$ cat config.mk
export PLATFORM = sky130hd
export DESIGN_NAME = rom_page_loader
export DESIGN_NICKNAME = d
export VERILOG_FILES = /design/src/rtl/rom_page_loader.sv
export SDC_FILE = /design/constraint.sdc
export NUM_CORES = 1
export LEC_CHECK = 0
export ABC_AREA = 0
export CAP_MARGIN = 20
export CORE_MARGIN = 2
export CORE_UTILIZATION = 25
export CTS_BUF_LIST = sky130_fd_sc_hd__clkbuf_8
export DETAILED_ROUTE_END_ITERATION = 8
export MAX_ROUTING_LAYER = met4
export PLACE_DENSITY = 0.45
export SETUP_SLACK_MARGIN = 0.02
export SLEW_MARGIN = 20
export SYNTH_ARGS = -nofsm -noshare
export SYNTH_HDL_FRONTEND = slang
export SYNTH_SLANG_ARGS = --single-unit
$ cat constraint.sdc
create_clock -name clk_sys -period 5.4 [get_ports clk_sys]
set_clock_uncertainty 0.15 [all_clocks]
set_input_delay 1.35 -clock clk_sys [delete_from_list [all_inputs] [get_ports clk_sys]]
set_output_delay 1.35 -clock clk_sys [all_outputs]
set_load 0.05 [all_outputs]
$ cat src/rtl/rom_page_loader.sv
// rom_page_loader: maps the ioctl download byte stream onto SDRAM pages through
// a parameter page table, buffers bytes in a small FIFO and writes them to the
// SDRAM port with a request/acknowledge handshake.
//
// Ports:
//   clk_sys, reset              clock, synchronous active-high reset
//   ioctl_download/index/wr/    download port (byte strobe, 25-bit offset,
//   ioctl_addr/dout               8-bit data)
//   mem_we/addr/din, mem_ack    SDRAM write request, held until mem_ack
//   busy                        loader active (OR into system reset)
//   done                        one-cycle pulse when a load fully completes
//   pages_loaded                per-page "has been written" flags
//   overflow                    sticky: a byte was dropped
//   chk_addr, chk_rom           combinational loaded-ROM address classifier
module rom_page_loader #(
  parameter int                 PAGES    = 3,
  parameter logic [PAGES*9-1:0] PAGE_MAP = {9'h107, 9'h100, 9'h000},
  parameter logic [7:0]         INDEX    = 8'd0,
  parameter int                 DEPTH    = 4
) (
  input  logic             clk_sys,
  input  logic             reset,
  input  logic             ioctl_download,
  input  logic [7:0]       ioctl_index,
  input  logic             ioctl_wr,
  input  logic [24:0]      ioctl_addr,
  input  logic [7:0]       ioctl_dout,
  output logic             mem_we,
  output logic [22:0]      mem_addr,
  output logic [7:0]       mem_din,
  input  logic             mem_ack,
  output logic             busy,
  output logic             done,
  output logic [PAGES-1:0] pages_loaded,
  output logic             overflow,
  input  logic [22:0]      chk_addr,
  output logic             chk_rom
);
  localparam int PW = $clog2(DEPTH);
  localparam int CW = PW + 1;
  localparam logic [10:0]   NPG  = 11'(PAGES);
  localparam logic [CW-1:0] FULL = CW'(DEPTH);

  typedef struct packed {
    logic [22:0] addr;
    logic [7:0]  data;
  } entry_t;

  typedef enum logic [1:0] {IDLE, LOAD, DRAIN} state_t;

  state_t state, state_nxt;
  logic   done_nxt;

  entry_t          fifo_q [DEPTH];
  logic [PW-1:0]   wr_ptr, rd_ptr;
  logic [CW-1:0]   count, count_nxt;

  logic            active, active_q, active_rise;
  logic [10:0]     pg;
  logic            in_range, strobe, full, push, pop, drop;
  logic [8:0]      map_pg;
  logic [PAGES-1:0] pg_sel, set_bits;

  assign active      = ioctl_download & (ioctl_index == INDEX);
  assign active_rise = active & ~active_q;
  assign pg          = ioctl_addr[24:14];
  assign in_range    = pg < NPG;
  assign strobe      = active & ioctl_wr;
  assign full        = count == FULL;
  // A request is outstanding exactly when the FIFO is non-empty.
  assign pop         = mem_ack & mem_we;
  // Full FIFO still accepts a byte when the head is popped the same cycle.
  assign push        = strobe & in_range & (~full | pop);
  assign drop        = strobe & ~push;
  assign set_bits    = push ? pg_sel : '0;

  always_comb begin
    map_pg = '0;
    pg_sel = '0;
    for (int k = 0; k < PAGES; k++) begin
      if (pg == 11'(k)) begin
        map_pg    = PAGE_MAP[k*9 +: 9];
        pg_sel[k] = 1'b1;
      end
    end
  end

  always_comb begin
    count_nxt = count;
    case ({push, pop})
      2'b10:   count_nxt = count + 1'b1;
      2'b01:   count_nxt = count - 1'b1;
      default: count_nxt = count;
    endcase
  end

  assign mem_we   = count != '0;
  assign mem_addr = mem_we ? fifo_q[rd_ptr].addr : '0;
  assign mem_din  = mem_we ? fifo_q[rd_ptr].data : '0;
  assign busy     = state != IDLE;

  // Storage needs no reset: the output mux hides it while empty.
  always_ff @(posedge clk_sys) begin
    if (push) fifo_q[wr_ptr] <= '{addr: {map_pg, ioctl_addr[13:0]}, data: ioctl_dout};
  end

  always_ff @(posedge clk_sys) begin
    if (reset) begin
      wr_ptr       <= '0;
      rd_ptr       <= '0;
      count        <= '0;
      active_q     <= 1'b0;
      pages_loaded <= '0;
      overflow     <= 1'b0;
      state        <= IDLE;
      done         <= 1'b0;
    end else begin
      if (push) wr_ptr <= wr_ptr + 1'b1;
      if (pop)  rd_ptr <= rd_ptr + 1'b1;
      count    <= count_nxt;
      active_q <= active;
      // A new download clears the flags; this cycle's byte still counts.
      if (active_rise) begin
        pages_loaded <= set_bits;
        overflow     <= drop;
      end else begin
        pages_loaded <= pages_loaded | set_bits;
        overflow     <= overflow | drop;
      end
      state <= state_nxt;
      done  <= done_nxt;
    end
  end

  // Completion looks at the next count so that busy drops and done pulses
  // in the cycle right after the last acknowledge.
  always_comb begin
    state_nxt = state;
    done_nxt  = 1'b0;
    case (state)
      IDLE:  if (active) state_nxt = LOAD;
      LOAD:  if (!active) state_nxt = DRAIN;
      DRAIN: if (count_nxt == '0 && !active_rise) begin
               state_nxt = IDLE;
               done_nxt  = ~active;
             end
      default: state_nxt = IDLE;
    endcase
  end

  always_comb begin
    chk_rom = 1'b0;
    for (int k = 0; k < PAGES; k++)
      if (pages_loaded[k] && chk_addr[22:14] == PAGE_MAP[k*9 +: 9]) chk_rom = 1'b1;
  end
endmodule

==> summary by stage <==
Placement
Before CTS, the worst setup slack after placement is 0.614 ns. The count of buffers from port buffering is 88. Detailed placement ended at an HPWL of 6100 um. The weighted congestion at the end of routability-driven global placement is a little over 0.7. The cell area after placement is just under 6000 um2.

Floorplan
The boundary pin count is roughly 110. The initialized floorplan defines 49 standard-cell rows. The floorplan step defined a core boundary enclosing ~18000 um2. The floorplan step set the die height to about 140 um.

The die covers 19700 um2. The initial utilization of the core area, before any placement, comes to roughly a quarter. The die is 140 um wide.

Global route
Entering global routing, the biggest net connects 28 pins. The initial antenna violation count was 1. The global-route wire length before repair is ~15000 um.

The global routing usage summed across all routing layers is 10.6%. The total global routing overflow is 0. The number of global-route vias before repair is 2712.

STA
The final count of pins violating max slew is 0. The worst setup margin is ~0.63 ns. The worst-case headroom to the max-slew limit is 40.5%. Derived from the worst setup path, the maximum achievable clock frequency is approximately 210 MHz. The final hold violation count is 0. The time the worst path needs with I/O delays and setup is between 4 and 5 ns. Setup repair after global routing left no endpoint under its margin.

The setup TNS is 0 ns. For the pin with the worst max-slew slack, the measured transition is ~0.9 ns. The number of endpoints failing setup at the final stage is 0. The final worst-path cycle share is 88.3%.

Route
The detailed route wirelength on metal2 is ~4600 um. After the first detailed-routing iteration, the DRC count stood at 92. The post-route met1 wirelength is about 4300 um.

In this run the remaining antenna-violating nets after routing total 0. The final layout contains routed wiring with a total length of between 9000 and 10000 um. Detailed routing placed a total of ~560 um of wire on met3. The final route contains roughly 2600 vias. The average via count per standard cell is 4.28. Dividing the detail-routed wire length by the instance count gives 15.7 um. The count of unresolved DRC violations after routing is 0. The top metal layer carrying routed signals is met4. The first detailed-routing pass took 4 iterations.

Synthesis
The top cell type by area accounts for roughly three fifths of the synthesized area. In this run, synthesis produced a sequential element count of approximately 110. The gate count after technology mapping is 272. The proportion of synthesized flip-flops having asynchronous set or reset is 0%. The cell taking the most area after synthesis is sky130_fd_sc_hd__edfxtp_1. For this run, the register share of the synthesized area comes to between 60% and 70%. During synthesis, Yosys emitted a total of 0 warnings. Yosys mapped a number of flops with a built-in enable equal to 96. The most used flip-flop cell after synthesis is sky130_fd_sc_hd__edfxtp_1.

Yosys mapped the design onto 44 distinct sky130hd cell types. Summing every instance area after synthesis gives around 4700 um2. By area the synthesized netlist is led by sky130_fd_sc_hd__edfxtp_1 (62%), sky130_fd_sc_hd__mux4_2 (12%), sky130_fd_sc_hd__dfxtp_1 (7.3%). Each instance of the synthesized netlist takes up on average between 15 and 20 um2.

Worst setup path
At the worst endpoint, the required time is approximately 3.9 ns. The largest fanout on the critical path is 3. The critical setup path kind is input pin to output pin. The endpoint kind of the worst setup timing path is an output pin. The critical path arrival is approximately 3.3 ns.

STA classifies the critical path startpoint as an input pin.

Flow run
Max-cap violations in this run came to 0.

Run status
The run finished with clean final reports.

Clock tree
Clock tree synthesis inserted a total of 17 buffers. The H-tree was split into 4 levels. The clock tree from TritonCTS is done.

Counting every sink on the clock net gives between 100 and 150. The tree is rooted in a sky130_fd_sc_hd__clkbuf_8. In this run the post-CTS setup repair buffer count came out at 0. The maximum count of clock buffers along a single path is 2. The number of hold buffers added after CTS is 0. The source-to-sink clock delay at the later pin of the worst-skew pair is 0.43 ns. After clock tree synthesis, the clock-pin slew on the worst setup and hold paths is roughly 0.060 ns. The post-cts gate resize count is 0.

Power
After layout, the design draws a total of 1.69 mW. The total power per unit cell area is 277 nW/um2. The analysis attributes to cell leakage a power of ~1.9 nW. The largest voltage drop on the vdd net is approximately 0.00013 V.

Cells and area
The total number of nets in the final design is roughly 440. Summing all non-filler instances in the final layout gives an area of between 6000 and 7000 um2. After filler insertion, the fill cell instance count of the layout stands at roughly 1800. Cells with a size suffix above 1 make up 17.3% of the layout. The signed area change from the synthesized netlist to the final layout is 31.0%.

Min path
The classification of the worst-slack hold path is flop to flop.
layer usage:
layer  GRT usage (%)  vias up
met2            16.6       71
li1                -     1240
met4            3.32        0
met3            4.38       10
met1            12.6     1300
met5               -        -
kinds of logic (layout without fill, tap and decap cells):
family | Yosys count | after routing | synth area share [%]
flip-flops | 113 | 113 | 69.2
multiplexers | 24 | 24 | 11.6
XOR/XNOR | 6 | 6 | 1.13
AND/OR/NAND/NOR | 77 | 77 | 10.2
AO/OA/AOI/OAI | 19 | 19 | 3.06
other | 1 | 6 | 0.0805
buffers and inverters | 26 | 132 | 2.96
adder cells (fa/ha/maj) | 6 | 6 | 1.77
flip-flops by register name, summed over array words and instances, names as in the netlist, named ones only:
name and cells:
count 3, overflow 1, state 2, done 1, rd_ptr 2, pages_loaded 3, wr_ptr 2, active_q 1
fifo_q 96
placed cells by master, fill, tap and decap left out, types with 3 or more instances in the layout:
| cell type | Yosys | routed |
|---|---|---|
| sky130_fd_sc_hd__conb_1 | 1 | 5 |
| sky130_fd_sc_hd__inv_1 | 8 | 10 |
| sky130_fd_sc_hd__nor3_1 | 5 | 5 |
| sky130_fd_sc_hd__clkinv_1 | 0 | 4 |
| sky130_fd_sc_hd__and2_1 | 25 | 25 |
| sky130_fd_sc_hd__xnor2_1 | 3 | 3 |
| sky130_fd_sc_hd__a21oi_1 | 5 | 5 |
| sky130_fd_sc_hd__nand4_1 | 3 | 3 |
| sky130_fd_sc_hd__nor4_1 | 3 | 3 |
| sky130_fd_sc_hd__clkinv_2 | 0 | 4 |
| sky130_fd_sc_hd__clkbuf_8 | 0 | 17 |
| sky130_fd_sc_hd__nand3_1 | 3 | 3 |
| sky130_fd_sc_hd__and2_2 | 4 | 4 |
| sky130_fd_sc_hd__o21ai_0 | 4 | 4 |
| sky130_fd_sc_hd__dfxtp_1 | 17 | 16 |
| sky130_fd_sc_hd__nor2_1 | 12 | 12 |
| sky130_fd_sc_hd__clkdlybuf4s50_1 | 0 | 88 |
| sky130_fd_sc_hd__edfxtp_1 | 96 | 96 |
| sky130_fd_sc_hd__nand2_1 | 6 | 6 |
| sky130_fd_sc_hd__ha_1 | 5 | 5 |
| sky130_fd_sc_hd__buf_4 | 9 | 3 |
| sky130_fd_sc_hd__xor2_1 | 3 | 3 |
| sky130_fd_sc_hd__mux4_2 | 24 | 24 |
| sky130_fd_sc_hd__clkinvlp_4 | 0 | 3 |
path summary, 6_finish.rpt:
path                         from              end  slack, ns  cells past startpoint
setup / recovery     chk_addr[16]          chk_rom       0.63                      5
hold / removal    pages_loaded[0]  pages_loaded[0]       0.32                      2
setup reg to reg         count[0]         state[1]       2.22                     10
hold reg to reg   pages_loaded[0]  pages_loaded[0]       0.32                      2
worst max-delay path: stages:
cell	delay, ns
sky130_fd_sc_hd__clkdlybuf4s50_1	0.44
sky130_fd_sc_hd__a2111oi_0	0.38
sky130_fd_sc_hd__a41oi_1	0.08
sky130_fd_sc_hd__nor3_1	0.19
sky130_fd_sc_hd__clkdlybuf4s50_1	0.83
area by class of cell:
cell class / count / area (um2) / share of cell area (%)
tap: 229 / 287 / 4.70
timing repair buffer: 91 / 903 / 14.8
multi-input combinational: 137 / 1310 / 21.5
clock buffer: 17 / 234 / 3.84
antenna: 1 / 2.50 / 0.0410
clock inverter: 15 / 104 / 1.70
sequential: 113 / 3220 / 52.9
inverter: 9 / 36.3 / 0.595
metrics by stage:
stage	utilization, %	instances	hold WS, ns
floorplan	-	276	0.292
global placement	31.7	579	0.321
detailed placement	31.7	579	0.320
CTS	33.6	611	0.335
global route	33.6	612	0.363
finish	33.6	612	0.325
power breakdown:
group | switching, mW | internal, mW
sequential | 0.0000205 | 0.943
clock | 0.331 | 0.349
combinational | 0.0275 | 0.0369
synth_stat cells (2+ instances only):
| library cell | number |
|---|---|
| sky130_fd_sc_hd__o31ai_1 | 2 |
| sky130_fd_sc_hd__nand4_1 | 3 |
| sky130_fd_sc_hd__edfxtp_1 | 96 |
| sky130_fd_sc_hd__nand3b_1 | 2 |
| sky130_fd_sc_hd__nand3_1 | 3 |
| sky130_fd_sc_hd__and2_1 | 25 |
| sky130_fd_sc_hd__buf_2 | 3 |
| sky130_fd_sc_hd__nor3_1 | 5 |
| sky130_fd_sc_hd__nand2_1 | 6 |
| sky130_fd_sc_hd__buf_4 | 9 |
| sky130_fd_sc_hd__ha_1 | 5 |
| sky130_fd_sc_hd__a21oi_1 | 5 |
| sky130_fd_sc_hd__nand2b_1 | 2 |
| sky130_fd_sc_hd__clkbuf_1 | 4 |
| sky130_fd_sc_hd__mux4_2 | 24 |
| sky130_fd_sc_hd__and2_2 | 4 |
| sky130_fd_sc_hd__o21ai_0 | 4 |
| sky130_fd_sc_hd__inv_1 | 8 |
| sky130_fd_sc_hd__nor2_1 | 12 |
| sky130_fd_sc_hd__dfxtp_1 | 17 |
| sky130_fd_sc_hd__xor2_1 | 3 |
| sky130_fd_sc_hd__xnor2_1 | 3 |
| sky130_fd_sc_hd__nor2b_1 | 2 |
| sky130_fd_sc_hd__nor4b_1 | 2 |
| sky130_fd_sc_hd__and3_4 | 2 |
| sky130_fd_sc_hd__nor4_1 | 3 |
Note: power is estimated with default switching activity, not from simulation.
